**src/rtl/lfsr_pkg.sv**
```systemverilog
// Shared types and helpers for the LFSR random-number generator: FSM states,
// maximal-length tap masks and the power-of-two range mask used for rejection sampling.
package lfsr_pkg;

    typedef enum logic [1:0] {
        IDLE,
        DRAW,
        DONE
    } fsm_t;

    // Maximal-length Galois masks for widths 8, 16 and 32.
    localparam logic [31:0] TAP_TABLE [3] = '{32'h0000_00B8, 32'h0000_B400, 32'h8020_0003};

    function automatic logic [31:0] default_taps(input int unsigned w);
        case (w)
            8:       return TAP_TABLE[0];
            32:      return TAP_TABLE[2];
            default: return TAP_TABLE[1];
        endcase
    endfunction

    // Smallest 2^k-1 covering limit-1; limit 0 stands for the full 2^w range.
    function automatic logic [31:0] range_mask(input logic [31:0] lim, input int unsigned w);
        logic [31:0] m;
        if (lim == 32'd0) begin
            if (w >= 32)
                return '1;
            return (32'd1 << w) - 32'd1;
        end
        m = '0;
        for (int i = 0; i < 32; i++) begin
            if (m < lim - 32'd1)
                m = {m[30:0], 1'b1};
        end
        return m;
    endfunction

endpackage

```
**src/rtl/lfsr_core.sv**
```systemverilog
// Galois LFSR state register with run-time seed load; an all-zero state (loaded or
// otherwise reached) is replaced by SEED and flagged with a one-cycle zero_fix pulse.
module lfsr_core #(
    parameter int               WIDTH = 16,
    parameter logic [WIDTH-1:0] TAPS  = 16'hB400,
    parameter logic [WIDTH-1:0] SEED  = 16'hACE1
) (
    input  logic             clk,
    input  logic             reset,
    input  logic             step,
    input  logic             load,
    input  logic [WIDTH-1:0] load_val,
    output logic [WIDTH-1:0] state,
    output logic             zero_fix
);

    logic [WIDTH-1:0] state_step;

    assign state_step = (state >> 1) ^ (state[0] ? TAPS : '0);

    always_ff @(posedge clk or posedge reset) begin
        if (reset) begin
            state    <= SEED;
            zero_fix <= 1'b0;
        end else begin
            zero_fix <= 1'b0;
            if (load) begin
                if (load_val == '0) begin
                    state    <= SEED;
                    zero_fix <= 1'b1;
                end else begin
                    state <= load_val;
                end
            end else if (state == '0) begin
                state    <= SEED;
                zero_fix <= 1'b1;
            end else if (step) begin
                state <= state_step;
            end
        end
    end

endmodule

```
**src/rtl/lfsr_rng.sv**
```systemverilog
// Bounded-range random draws in [0, limit) by rejection sampling over a Galois LFSR,
// with a forced fallback after MAX_TRIES candidates; the raw state is also exposed.
module lfsr_rng
    import lfsr_pkg::*;
#(
    parameter int               WIDTH     = 16,
    parameter logic [WIDTH-1:0] TAPS      = WIDTH'(default_taps(WIDTH)),
    parameter logic [WIDTH-1:0] SEED      = 16'hACE1,
    parameter int               OUT_WIDTH = 8,
    parameter int               MAX_TRIES = 16
) (
    input  logic                 clk,
    input  logic                 reset,
    input  logic                 step_en,
    input  logic                 seed_load,
    input  logic [WIDTH-1:0]     seed_in,
    input  logic                 req,
    input  logic [OUT_WIDTH-1:0] limit,
    output logic                 busy,
    output logic                 valid,
    output logic [OUT_WIDTH-1:0] value,
    output logic                 timeout,
    output logic                 zero_fix,
    output logic [WIDTH-1:0]     state_out
);

    localparam int TW = $clog2(MAX_TRIES + 1);

    fsm_t                 fsm, fsm_nxt;
    logic [TW-1:0]        tries, tries_nxt;
    logic [OUT_WIDTH-1:0] lim_q, lim_nxt;
    logic [OUT_WIDTH-1:0] mask_q, mask_nxt;
    logic [OUT_WIDTH-1:0] value_nxt;
    logic                 timeout_nxt;
    logic [OUT_WIDTH-1:0] cand;
    logic                 step;

    lfsr_core #(
        .WIDTH (WIDTH),
        .TAPS  (TAPS),
        .SEED  (SEED)
    ) u_core (
        .clk      (clk),
        .reset    (reset),
        .step     (step),
        .load     (seed_load),
        .load_val (seed_in),
        .state    (state_out),
        .zero_fix (zero_fix)
    );

    always_ff @(posedge clk or posedge reset) begin
        if (reset) begin
            fsm     <= IDLE;
            tries   <= '0;
            lim_q   <= '0;
            mask_q  <= '0;
            value   <= '0;
            timeout <= 1'b0;
        end else begin
            fsm     <= fsm_nxt;
            tries   <= tries_nxt;
            lim_q   <= lim_nxt;
            mask_q  <= mask_nxt;
            value   <= value_nxt;
            timeout <= timeout_nxt;
        end
    end

    always_comb begin
        fsm_nxt     = fsm;
        tries_nxt   = tries;
        lim_nxt     = lim_q;
        mask_nxt    = mask_q;
        value_nxt   = value;
        timeout_nxt = timeout;
        step        = 1'b0;
        busy        = 1'b1;
        valid       = 1'b0;
        cand        = state_out[OUT_WIDTH-1:0] & mask_q;
        case (fsm)
            IDLE: begin
                busy = 1'b0;
                step = step_en | req;
                if (req) begin
                    lim_nxt   = limit;
                    mask_nxt  = OUT_WIDTH'(range_mask(32'(limit), OUT_WIDTH));
                    tries_nxt = '0;
                    fsm_nxt   = DRAW;
                end
            end
            DRAW: begin
                step = 1'b1;
                if (lim_q == '0 || cand < lim_q) begin
                    value_nxt   = cand;
                    timeout_nxt = 1'b0;
                    fsm_nxt     = DONE;
                end else if (tries == TW'(MAX_TRIES - 1)) begin
                    // mask < 2*limit, so one subtraction lands inside the range
                    value_nxt   = cand - lim_q;
                    timeout_nxt = 1'b1;
                    fsm_nxt     = DONE;
                end else begin
                    tries_nxt = tries + TW'(1);
                end
            end
            DONE: begin
                valid   = 1'b1;
                fsm_nxt = IDLE;
            end
            default: fsm_nxt = IDLE;
        endcase
    end

endmodule

```
**config.mk**
```make
export PLATFORM = sky130hd
export DESIGN_NAME = lfsr_rng
export DESIGN_NICKNAME = d
export VERILOG_FILES = /design/src/rtl/lfsr_pkg.sv /design/src/rtl/lfsr_core.sv /design/src/rtl/lfsr_rng.sv
export SDC_FILE = /design/constraint.sdc
export NUM_CORES = 1
export LEC_CHECK = 0
export CORE_ASPECT_RATIO = 2
export CORE_UTILIZATION = 45
export CTS_CLUSTER_DIAMETER = 50
export DETAILED_ROUTE_END_ITERATION = 12
export GPL_ROUTABILITY_DRIVEN = 0
export PLACE_DENSITY = 0.65
export SETUP_SLACK_MARGIN = 0.15
export SLEW_MARGIN = 20
export SYNTH_ARGS = -nofsm -noshare
export SYNTH_HDL_FRONTEND = slang
export SYNTH_SLANG_ARGS = --single-unit
```
**constraint.sdc**
```tcl
create_clock -name clk -period 3.4 [get_ports clk]
set_clock_uncertainty 0.2 [all_clocks]
set_input_delay 0.34 -clock clk [delete_from_list [all_inputs] [get_ports clk]]
set_output_delay 0.34 -clock clk [all_outputs]
set_load 0.05 [all_outputs]
```
==> results of run 1 <==
-- logic make-up after synthesis --
family,count (synthesis),synth area share
AOI/OAI and AO/OA,1152,0.345
buffers and inverters,304,0.0519
muxes,109,0.0533
DFF,49,0.0535
xor gates and xnor gates,31,0.0121
and+or+nand+nor,1180,0.241
adders and majority gates,448,0.243
-- metal layers --
layer  overflow  GRT usage
met2         24      0.806
met4         24      0.570
met3          2      0.212
met1          0      0.447
met5          0     0.0265
-- repair_timing --
action,in CTS
gates cloned,2
pin swaps,285
hold buffers,0
resized for setup,324
endpoints found under the setup margin,8
buffers inserted,196
-- metrics by stage --
step	cell area (sq um)	utilization	hold slack, ns	setup WS, ns	TNS, ns
after CTS	36600	0.721	0.282	-57.10	-456.15
after floorplan	24900	-	0.248	-57.47	-459.14
after detailed placement	33600	0.661	0.268	-61.15	-488.21
after global placement	33600	0.661	0.263	-59.34	-474.16
==> flow_summary.toml, run 1 <==
[synth]
synth_common_cells = "447 x ha_1, 361 x nor2_1, 327 x nand2_1"
synth_top_area_cell = "ha_1"
avgSynthCellArea_sq_um = 7.06
synth_seq_cells = 49
synthArstFlopShare = 1.00
syn_inst = 3273
synth-edff-count = 0
yosysSeqAreaShare = 0.0535
yosysMostFrequentCell = "ha_1"
synth-warning-count = 0
yosys-top-cells-area = "ha_1 24%, nor2_1 5.9%, a21oi_1 5.8%"
synth_top_cell_area_share = 0.242
netlist_area_sq_um = 23100
synth_fp_nets = 3750
ys_types = 128
synthFlopType = "dfrtp_1"

[cts]
clockBufferDepth = 2
numCtsBuffers = 5
cts_num_sinks = 49
cts-root-buf = "clkbuf_16"
h-tree-depth = 2

[floorplan]
pin_count = 57
num_rows = 117
die_h_um = 322
die_width_um = 162
start_util = 0.455

[run_status]
outcome.stop_stage = "global routing"
outcome = "stopped before the end"
first-error = "[ERROR GRT-0116] Global routing finished with congestion. Check the congestion regions in the DRC Viewer."

[global_routing]
track_usage = 0.503
first_global_vias = 37200
grt_pass1_wl_um = 204000
grt_max_degree = 65
overflow = 50

[place]
placed_cells = 4956
dp_hpwl_um = 88700
numPortBuffers = 56
==> run 2, diff against run 1 <==
--- a/config.mk
+++ b/config.mk
@@ -5,13 +5,10 @@
 export SDC_FILE = /design/constraint.sdc
 export NUM_CORES = 1
 export LEC_CHECK = 0
-export CORE_ASPECT_RATIO = 2
-export CORE_UTILIZATION = 45
-export CTS_CLUSTER_DIAMETER = 50
+export CORE_UTILIZATION = 30
 export DETAILED_ROUTE_END_ITERATION = 12
 export GPL_ROUTABILITY_DRIVEN = 0
-export PLACE_DENSITY = 0.65
-export SETUP_SLACK_MARGIN = 0.15
+export PLACE_DENSITY_LB_ADDON = 0.15
 export SLEW_MARGIN = 20
 export SYNTH_ARGS = -nofsm -noshare
 export SYNTH_HDL_FRONTEND = slang
==> constraint.sdc (replaced) <==
create_clock -name clk -period 4.42 [get_ports clk]
set_clock_uncertainty 0.2 [all_clocks]
set_input_delay 0.442 -clock clk [delete_from_list [all_inputs] [get_ports clk]]
set_output_delay 0.442 -clock clk [all_outputs]
set_load 0.05 [all_outputs]
==> run 2 against run 1 <==
The flow now finishes, with violations (negative setup slack). Synthesized cell count unchanged. Synthesized area did not move.
==> flow_summary.toml, run 2 <==
[timing]
period_needed_ns = 60.10
slew_violations = 0
max_freq_mhz = 16.6
layout_setup_ws_ns = -55.68
setup_viol = 8
hold_violations = 0
relSlewSlack = 0.220
rsz0062_at_grt = "yes"
worst_pin_slew_ns = 1.17
post-route-period-util = 13.6

[synth]
synth-edff-count = 0
yosys-top-cells-area = "ha_1 24%, nor2_1 5.9%, a21oi_1 5.8%"
synth_top_area_cell = "ha_1"
synth-warning-count = 0
synth_compound_area_frac = 0.345
synth_fp_nets = 3750
yosysMostFrequentCell = "ha_1"
synthAdderAreaFrac = 0.243
synth_top_cell_area_share = 0.242
synth_mux_area_frac = 0.0533
synthXorXnorAreaFrac = 0.0121
synth_common_cells = "447 x ha_1, 361 x nor2_1, 327 x nand2_1"
netlist_area_sq_um = 23100
syn_inst = 3273
avgSynthCellArea_sq_um = 7.06
yosysSeqAreaShare = 0.0535
synth_seq_cells = 49
synth_top_family_by_area = "compound AO/OA/AOI/OAI gates"
synthSimpleGateAreaFrac = 0.241
ys_types = 128
synthFlopType = "dfrtp_1"
synthArstFlopShare = 1.00

[cells_and_area]
final_common_cell = "buf_4"
nets = 5148
nFillCells = 7412
drive_gt1_frac = 0.464
n_antenna_cell = 0
mostFrequentLayoutCells = "1402 x buf_4, 403 x ha_1, 314 x nor2_1"
area_delta_synth_final_pct = 70.6
largest_register_ffs = 16
regMostFlops = "u_core.state"

[floorplan]
start_util = 0.304
num_rows = 101
core_area_sq_um = 76100
dieArea_sq_um = 78100
die_h_um = 279
die_width_um = 279
pin_count = 57

[routing]
drt_first_pass_iters = 5
antenna_left = 0
drc = 0
wl_per_cell_um = 18.9
wirelength_um = 108000
viasPerCell = 5.42
vias = 30900
initialDrtViolationCount = 1957

[setup_path]
worst-r2r-cell-count = 14
crit_path_end_kind = "flop"
cpMostUsedCell = "buf_4"
slowest_delay_ns = 0.61
critical-path-top-delay-family = "compound AO/OA/AOI/OAI gates"
rr_startpoint = "u_core.state[0]"
crit_path_start_kind = "input pin"
worstSetupStartpoint = "limit[4]"
crit_fanout = 8
crit_buf_inv = 68
arrival_ns = 60.08
crit_slowest_cell = "or4_4"
required_ns = 4.40
critical_path_class = "input pin to flop"
rrSetupSlack_ns = 0.89
crit_cells = 385

[place]
dp_hpwl_um = 82100
place_ws_ns = -58.64
numPortBuffers = 56

[cts]
clockBufferDepth = 2
clk_latency_ns = 0.30
cts_num_sinks = 49
cts_tree = "built"
cts-root-buf = "clkbuf_16"
numCtsBuffers = 5
h-tree-depth = 2
clkTransAtPathRegs_ns = 0.07

[global_routing]
grt_max_degree = 137
grt_pass1_wl_um = 168000
overflow = 0
antenna_found_initial = 0
first_global_vias = 30300
track_usage = 0.265

[run_status]
outcome = "complete, but fails checks"
violations = "negative setup slack"

[flow_run]
max_cap_viol_count = 0

[hold_path]
hp-class = "flop to flop"
min_from = "mask_q[0]"
hold_depth = 1
==> run 2: cell counts after synthesis <==
No cell type changed its count.
==> run 2: cell type report <==
| type | instances | area (sq um) | share of cell area |
|---|---|---|---|
| clock buffer | 5 | 125 | 0.00318 |
| multi-input combinational | 2923 | 24000 | 0.609 |
| inverter | 149 | 569 | 0.0145 |
| clock inverter | 3 | 50.0 | 0.00127 |
| timing repair buffer | 1543 | 12100 | 0.308 |
| sequential | 49 | 1240 | 0.0314 |
| tap | 1030 | 1290 | 0.0327 |
==> run 2: final timing paths <==
| kind | to |
|---|---|
| setup / recovery | mask_q[1] |
| hold / removal | mask_q[0] |
| setup reg to reg | value[0] |
| hold reg to reg | mask_q[0] |
| max in group asynchronous | mask_q[4] |
| min in group asynchronous | value[0] |
==> run 2: routing by layer <==
metal,GRT usage,part of all wire,vias up
li1,-,-,15200
met1,0.348,0.45,14600
met2,0.459,0.48,890
met3,0.0174,0.042,239
met4,0.0879,0.034,0
met5,0,0,-
==> run 2: logic make-up after synthesis <==
family | count (synthesis)
adders and majority gates | 448
DFF | 49
AOI/OAI and AO/OA | 1152
xor gates and xnor gates | 31
buffers and inverters | 304
and+or+nand+nor | 1180
muxes | 109
==> run 2: through the flow <==
step	instance area, sq um	hold slack (ns)	util	setup TNS (ns)	cells
4_1_cts	37900	0.282	0.498	-435.71	5635
3_3_place_gp	34400	0.262	0.452	-464.92	5381
6_report	39400	0.282	0.518	-445.17	5702
2_1_floorplan	24900	0.248	-	-451.80	3273
5_1_grt	39400	0.311	0.518	-470.90	5702
3_5_place_dp	34400	0.267	0.452	-468.87	5381
==> run 2: what timing repair did <==
action / in CTS / in global routing
hold buffers: 0 / 0
endpoints found under the hold margin: 0 / 0
pin swaps: 237 / 193
setup endpoints to repair: 8 / 8
buffers inserted: 246 / 70
cloned: 2 / 1
gates resized for setup: 367 / 204
Power of run 2 is not shown: default switching activity piles up to over one toggle a cycle in this logic, so the estimate is an artifact.
